==> config.mk <==
export PLATFORM = sky130hd
export DESIGN_NAME = jtag_tap_controller
export DESIGN_NICKNAME = d
export VERILOG_FILES = /design/src/rtl/jtag_tap_controller.sv
export SDC_FILE = /design/constraint.sdc
export NUM_CORES = 1
export LEC_CHECK = 0
export CORE_AREA = 2 2 39 41
export CTS_BUF_LIST = sky130_fd_sc_hd__clkbuf_8
export CTS_CLUSTER_DIAMETER = 30
export DETAILED_ROUTE_END_ITERATION = 8
export DIE_AREA = 0 0 41 43
export PLACE_DENSITY = 0.79
export SYNTH_ARGS = -nofsm -noshare
export SYNTH_HDL_FRONTEND = slang
export SYNTH_SLANG_ARGS = --single-unit
==> constraint.sdc <==
create_clock -name TCK -period 3.2 [get_ports TCK]
set_input_delay 0.96 -clock TCK [delete_from_list [all_inputs] [get_ports TCK]]
set_output_delay 0.96 -clock TCK [all_outputs]
set_load 0.1 [all_outputs]
==> src/rtl/jtag_tap_controller.sv <==
// IEEE 1149.1 TAP controller: TMS-driven state machine on rising TCK, scan-path
// control strobes and TDO retimed on falling TCK so they settle while TCK is low.
//
// state     | meaning
// ----------+------------------------------------------
// TLR    (F)| test-logic reset, TapReset asserted
// RTI    (C)| run-test / idle
// SEL_DR (7)| select DR scan
// CAP_DR (6)| capture into selected data register
// SHIFT_DR(2)| shift data register, TDO driven
// EXIT1_DR(1)| exit1 DR
// PAUSE_DR(3)| pause DR, no clocks or shift enables
// EXIT2_DR(0)| exit2 DR
// UPD_DR (5)| update data register
// SEL_IR (4)| select IR scan
// CAP_IR (E)| capture into instruction register
// SHIFT_IR(A)| shift instruction register, TDO driven
// EXIT1_IR(9)| exit1 IR
// PAUSE_IR(B)| pause IR, no clocks or shift enables
// EXIT2_IR(8)| exit2 IR
// UPD_IR (D)| update instruction register
module jtag_tap_controller #(
    parameter logic TDO_IDLE = 1'b1
) (
    input  logic       TCK,
    input  logic       Reset,
    input  logic       TMS,
    input  logic       IR_TDO,
    input  logic       DR_TDO,
    output logic [3:0] State,
    output logic       TapReset,
    output logic       Select,
    output logic       ClockIR,
    output logic       ShiftIR,
    output logic       UpdateIR,
    output logic       ClockDR,
    output logic       ShiftDR,
    output logic       UpdateDR,
    output logic       Enable,
    output logic       TDO
);

    typedef enum logic [3:0] {
        TLR      = 4'hF,
        RTI      = 4'hC,
        SEL_DR   = 4'h7,
        CAP_DR   = 4'h6,
        SHIFT_DR = 4'h2,
        EXIT1_DR = 4'h1,
        PAUSE_DR = 4'h3,
        EXIT2_DR = 4'h0,
        UPD_DR   = 4'h5,
        SEL_IR   = 4'h4,
        CAP_IR   = 4'hE,
        SHIFT_IR = 4'hA,
        EXIT1_IR = 4'h9,
        PAUSE_IR = 4'hB,
        EXIT2_IR = 4'h8,
        UPD_IR   = 4'hD
    } tap_state_t;

    tap_state_t r_state;
    logic       r_gate_ir;
    logic       r_gate_dr;

    logic w_select_nxt;
    logic w_enable_nxt;
    logic w_gate_ir_nxt;
    logic w_gate_dr_nxt;

    always_ff @(posedge TCK or posedge Reset) begin
        if (Reset) begin
            r_state <= TLR;
        end else begin
            case (r_state)
                TLR:      r_state <= TMS ? TLR      : RTI;
                RTI:      r_state <= TMS ? SEL_DR   : RTI;
                SEL_DR:   r_state <= TMS ? SEL_IR   : CAP_DR;
                CAP_DR:   r_state <= TMS ? EXIT1_DR : SHIFT_DR;
                SHIFT_DR: r_state <= TMS ? EXIT1_DR : SHIFT_DR;
                EXIT1_DR: r_state <= TMS ? UPD_DR   : PAUSE_DR;
                PAUSE_DR: r_state <= TMS ? EXIT2_DR : PAUSE_DR;
                EXIT2_DR: r_state <= TMS ? UPD_DR   : SHIFT_DR;
                UPD_DR:   r_state <= TMS ? SEL_DR   : RTI;
                SEL_IR:   r_state <= TMS ? TLR      : CAP_IR;
                CAP_IR:   r_state <= TMS ? EXIT1_IR : SHIFT_IR;
                SHIFT_IR: r_state <= TMS ? EXIT1_IR : SHIFT_IR;
                EXIT1_IR: r_state <= TMS ? UPD_IR   : PAUSE_IR;
                PAUSE_IR: r_state <= TMS ? EXIT2_IR : PAUSE_IR;
                EXIT2_IR: r_state <= TMS ? UPD_IR   : SHIFT_IR;
                UPD_IR:   r_state <= TMS ? SEL_DR   : RTI;
                default:  r_state <= TLR;
            endcase
        end
    end

    assign State = r_state;

    assign w_select_nxt  = r_state inside {SEL_IR, CAP_IR, SHIFT_IR, EXIT1_IR,
                                           PAUSE_IR, EXIT2_IR, UPD_IR};
    assign w_enable_nxt  = (r_state == SHIFT_IR) || (r_state == SHIFT_DR);
    assign w_gate_ir_nxt = (r_state == CAP_IR) || (r_state == SHIFT_IR);
    assign w_gate_dr_nxt = (r_state == CAP_DR) || (r_state == SHIFT_DR);

    // Gates only move while TCK is low, so the ANDed clocks cannot glitch.
    always_ff @(negedge TCK or posedge Reset) begin
        if (Reset) begin
            TapReset  <= 1'b1;
            Select    <= 1'b0;
            ShiftIR   <= 1'b0;
            ShiftDR   <= 1'b0;
            UpdateIR  <= 1'b0;
            UpdateDR  <= 1'b0;
            Enable    <= 1'b0;
            r_gate_ir <= 1'b0;
            r_gate_dr <= 1'b0;
            TDO       <= TDO_IDLE;
        end else begin
            TapReset  <= (r_state == TLR);
            Select    <= w_select_nxt;
            ShiftIR   <= (r_state == SHIFT_IR);
            ShiftDR   <= (r_state == SHIFT_DR);
            UpdateIR  <= (r_state == UPD_IR);
            UpdateDR  <= (r_state == UPD_DR);
            Enable    <= w_enable_nxt;
            r_gate_ir <= w_gate_ir_nxt;
            r_gate_dr <= w_gate_dr_nxt;
            TDO       <= w_enable_nxt ? (w_select_nxt ? IR_TDO : DR_TDO) : TDO_IDLE;
        end
    end

    assign ClockIR = TCK & r_gate_ir;
    assign ClockDR = TCK & r_gate_dr;

endmodule

Word level (Yosys, flattened, before mapping)
Index checks and enable logic that the tools add are counted.
{"block": "word_totals", "ff_bits": 14, "input_bits": 5, "output_inout_bits": 14, "wordCells": 51}
{"block": "classes", "eq_ne": 15, "n_mux": 15, "bitwise": 2, "n_reduce_logical": 8}
{"cell": "case mux 4 bit (12 select lines)", "count": 1}
{"cell": "equality test 4 bit (second input constant)", "count": 8}
{"cell": "equality test 4 x 3 -> 1 bit (second input constant)", "count": 4}
{"cell": "2-to-1 mux 2 bit", "count": 6}
{"cell": "2-to-1 mux 3 bit", "count": 4}
{"cell": "equality test 4 x 2 -> 1 bit (second input constant)", "count": 2}
{"cell": "nonzero test 7 bit", "count": 1}
{"cell": "equality test 4 x 1 -> 1 bit (second input constant)", "count": 1}
{"cell": "zero test 4 bit", "count": 1}
{"cell": "2-to-1 mux 4 bit", "count": 1}
{"cell": "OR reduction 2 bit", "count": 2}
{"cell": "logical OR 1 bit", "count": 3}
{"cell": "2-to-1 mux 1 bit", "count": 3}
{"cell": "OR reduction 3 bit", "count": 1}
{"cell": "bitwise AND 1 bit", "count": 2}

Depth between registers and ports, before layout
Gate-level depths: netlist of the first run.
{"block": "logic_depth", "depth_word": 4, "mapped_depth": 4, "mapped_depth_nobuf": 3}

==> out/qor.json, run 1 <==
{
  "outcome": {"value": "finished with violations"},
  "violations": {"value": "negative setup slack"},
  "first_iter_violations": {"value": 5},
  "cp-endpoint": {"value": "TapReset"},
  "area.growth.synth_to_final": {"value": 68.09, "unit": "%"},
  "vias_per_cell": {"value": 5.130},
  "routed_wire_length_per_instance": {"value": 14.66, "unit": "microns"},
  "crit_slowest_cell": {"value": "sky130_fd_sc_hd__dfstp_4"},
  "ys_async_sr_fraction": {"value": 100.0, "unit": "%"},
  "grt-ovfl-total": {"value": 0},
  "nFillCells": {"value": 83},
  "fp.dieArea": {"value": 1763, "unit": "sq um"},
  "n_antenna_cell": {"value": 0},
  "layout.nets": {"value": 90},
  "critical_path_cell_count": {"value": 1},
  "top_level_ports": {"value": 19},
  "critPathKind": {"value": "reg -> out"},
  "start_util": {"value": 44.48, "unit": "%"},
  "placed_area": {"value": 900.9, "unit": "sq um"},
  "reg2reg_depth": {"value": 3},
  "grt_first_pass_wirelength": {"value": 2.311, "unit": "mm"},
  "worst_r2r_endpoint": {"value": "Select"},
  "source_of_the_critical_timing_path": {"value": "TapReset"},
  "postLayoutCellArea": {"value": 1035, "unit": "sq um"},
  "synth_top_area_cell": {"value": "sky130_fd_sc_hd__dfrtn_1"},
  "number_of_cells_produced_by_synthesis": {"value": 57},
  "synth-edff-count": {"value": 0},
  "worst_path_cell_chain": {"value": "buf_12"},
  "synth.top_cells.by_count": {"value": "sky130_fd_sc_hd__dfrtn_1 (8), sky130_fd_sc_hd__nand2_1 (8), sky130_fd_sc_hd__dfstp_2 (6), sky130_fd_sc_hd__nor2_1 (6), sky130_fd_sc_hd__nand2b_1 (3)"},
  "max_slew.worst_pin.slew": {"value": 277.3, "unit": "ps"},
  "grt_pass1_vias": {"value": 531},
  "clkLatencyLatePin": {"value": 440, "unit": "ps"},
  "max_stage_delay": {"value": 610, "unit": "ps"},
  "multiInputGateArea": {"value": 220.2, "unit": "sq um"},
  "routed_wl": {"value": 1.466, "unit": "mm"},
  "synth_warnings": {"value": 0},
  "timing.reg2reg.setup_slack": {"value": 370, "unit": "ps"},
  "vias": {"value": 513},
  "gp_congestion": {"value": 0.7741},
  "drv_cap": {"value": 0},
  "hold_class": {"value": "reg -> reg"},
  "report.final.setup_viol": {"value": 12},
  "port_buffers": {"value": 18},
  "route.detailed.drc": {"value": 0},
  "number_of_placement_rows": {"value": 14},
  "yosys.area.top_type_share": {"value": 32.52, "unit": "%"},
  "synth_top_cells_by_area": {"value": "sky130_fd_sc_hd__dfrtn_1 (33%), sky130_fd_sc_hd__dfstp_2 (26%), sky130_fd_sc_hd__nand2_1 (4.9%), sky130_fd_sc_hd__nor2_1 (3.7%), sky130_fd_sc_hd__nand2b_1 (3.0%)"},
  "hpwlAfterDp": {"value": 855.6, "unit": "microns"},
  "cp_num_buf_inv": {"value": 1},
  "total_of_hold_buffers_inserted_after_clock_tree_synthesis": {"value": 0},
  "core": {"value": 1384, "unit": "sq um"},
  "timing.slew.headroom": {"value": 81.67, "unit": "%"},
  "worst-path-max-fanout": {"value": 1},
  "critPathCaptureType": {"value": "output port"},
  "layout.area.seq": {"value": 369.1, "unit": "sq um"},
  "drive_gt1_share": {"value": 48.81, "unit": "%"},
  "finalMaxSlewViolations": {"value": 0},
  "cts_tree": {"value": "yes"},
  "final-hold-violation-count": {"value": 0},
  "dieWidth": {"value": 41, "unit": "microns"},
  "synthesis.area": {"value": 615.6, "unit": "sq um"},
  "data_required_time_at_the_worst_endpoint": {"value": 2240, "unit": "ps"},
  "timing.critical_path.arrival": {"value": 2820, "unit": "ps"},
  "initial_antenna_violation_count": {"value": 0},
  "grt_start_max_net_pins": {"value": 13},
  "distinct_cells_synth": {"value": 25},
  "dominantRegCellSynth": {"value": "sky130_fd_sc_hd__dfrtn_1"},
  "postLayoutCoreUtil": {"value": 74.77, "unit": "%"},
  "average_footprint_of_a_synthesized_cell": {"value": 10.80, "unit": "sq um"},
  "worstSetupStartpointType": {"value": "flop"},
  "drt_first_pass_iters": {"value": 4},
  "grt.total_usage": {"value": 22.23, "unit": "%"},
  "syn-num-nets": {"value": 62},
  "number_of_register_bits_inferred_by_synthesis": {"value": 14},
  "drt.antenna.violating_nets": {"value": 0},
  "clkSlewWorstSetupHoldPaths": {"value": 60, "unit": "ps"},
  "postLayoutSetupSlackWorst": {"value": -582.6, "unit": "ps"},
  "fin_worst_skew": {"value": 86.15, "unit": "ps"},
  "seq_total_area_yosys": {"value": 58.13, "unit": "%"},
  "cts_setup_buffers": {"value": 0},
  "reg2reg_from": {"value": "State[1]"},
  "rsz_0062_raised_after_global_routing": {"value": "yes"},
  "critical-path-top-delay-family": {"value": "flip-flops"},
  "floorplan.die.height": {"value": 43, "unit": "microns"}
}
## repair_timing
action,in CTS,in global routing
endpoints found under the setup margin,12,12
cloned,0,0
pin swaps,0,0
resized for setup,18,0
## per-layer routing
layer / GRT usage [%] / share of wire (%)
met2: 30.94 / 53
met4: 22.00 / 2.9
met3: 11.52 / 5.9
met1: 21.65 / 38
met5: 0 / 0
## cell type report
type / count / area share [%]
clock buffer: 10 / 14.51
tap: 16 / 1.935
multi-input combinational: 36 / 21.28
timing repair buffer: 20 / 25.15
clock inverter: 2 / 0.7255
sequential: 14 / 35.67
inverter: 2 / 0.7255
## placed cells by master, fill, tap and decap left out, drive strengths merged
cell,netlist,layout
a21o,1,1
a21oi,3,3
a22o,1,1
a311o,1,1
and2,2,2
buf,4,18
clkbuf,0,8
clkdlybuf4s50,0,4
dfrtn,8,8
dfstp,6,6
inv,3,4
mux2,1,1
mux2i,1,1
nand2,8,8
nand2b,4,4
nand3,1,1
nor2,6,6
nor2b,1,1
nor3,2,2
nor3b,1,1
o21ai,2,2
or3b,1,1
## flip-flops by register name, summed over array words and instances (netlist names)
| name | flops |
|---|---|
| TDO | 1 |
| TapReset | 1 |
| UpdateDR | 1 |
| ShiftIR | 1 |
| State | 4 |
| r_gate_dr | 1 |
| ShiftDR | 1 |
| Enable | 1 |
| UpdateIR | 1 |
| Select | 1 |
| r_gate_ir | 1 |
## cell families after synthesis
family | synth area share, %
compound gates | 9.553
buf+inv | 6.909
flops | 58.13
mux | 3.455
simple gates | 21.95
## worst min path at each step
stage,to,slack [ps],start,cells after the start
after global routing,State[2],620,State[0],2
after CTS,State[2],570,State[0],2
after global placement,State[2],540,State[0],2
final,State[2],570,State[0],2
after detailed placement,State[2],560,State[0],2
after floorplan,State[2],840,State[0],3
## through the flow
stage                     setup TNS (ps)  hold WS (ps)  worst slack [ps]  std cells
after floorplan                    -2170         836.0            -308.7         57
after global placement             -2188         542.1            -951.5         91
after detailed placement           -2213         555.0            -956.5         91
after CTS                          -4240         567.9            -581.4        100
after global routing               -4416         624.9            -614.8        100
final                              -4215         571.3            -582.6        100
Power of run 1 is not shown: default switching activity piles up to over one toggle a cycle in this logic, so the estimate is an artifact.
==> run 2: changes to the inputs <==
--- a/config.mk
+++ b/config.mk
@@ -10,6 +10,7 @@
 export CTS_CLUSTER_DIAMETER = 30
 export DETAILED_ROUTE_END_ITERATION = 8
 export DIE_AREA = 0 0 41 43
+export GPL_ROUTABILITY_DRIVEN = 0
 export PLACE_DENSITY = 0.79
 export SYNTH_ARGS = -nofsm -noshare
 export SYNTH_HDL_FRONTEND = slang
==> results of run 2 <==
Final layout, timing and power as in run 1 (identical DEF).
Power of run 2 is left out for the same reason.
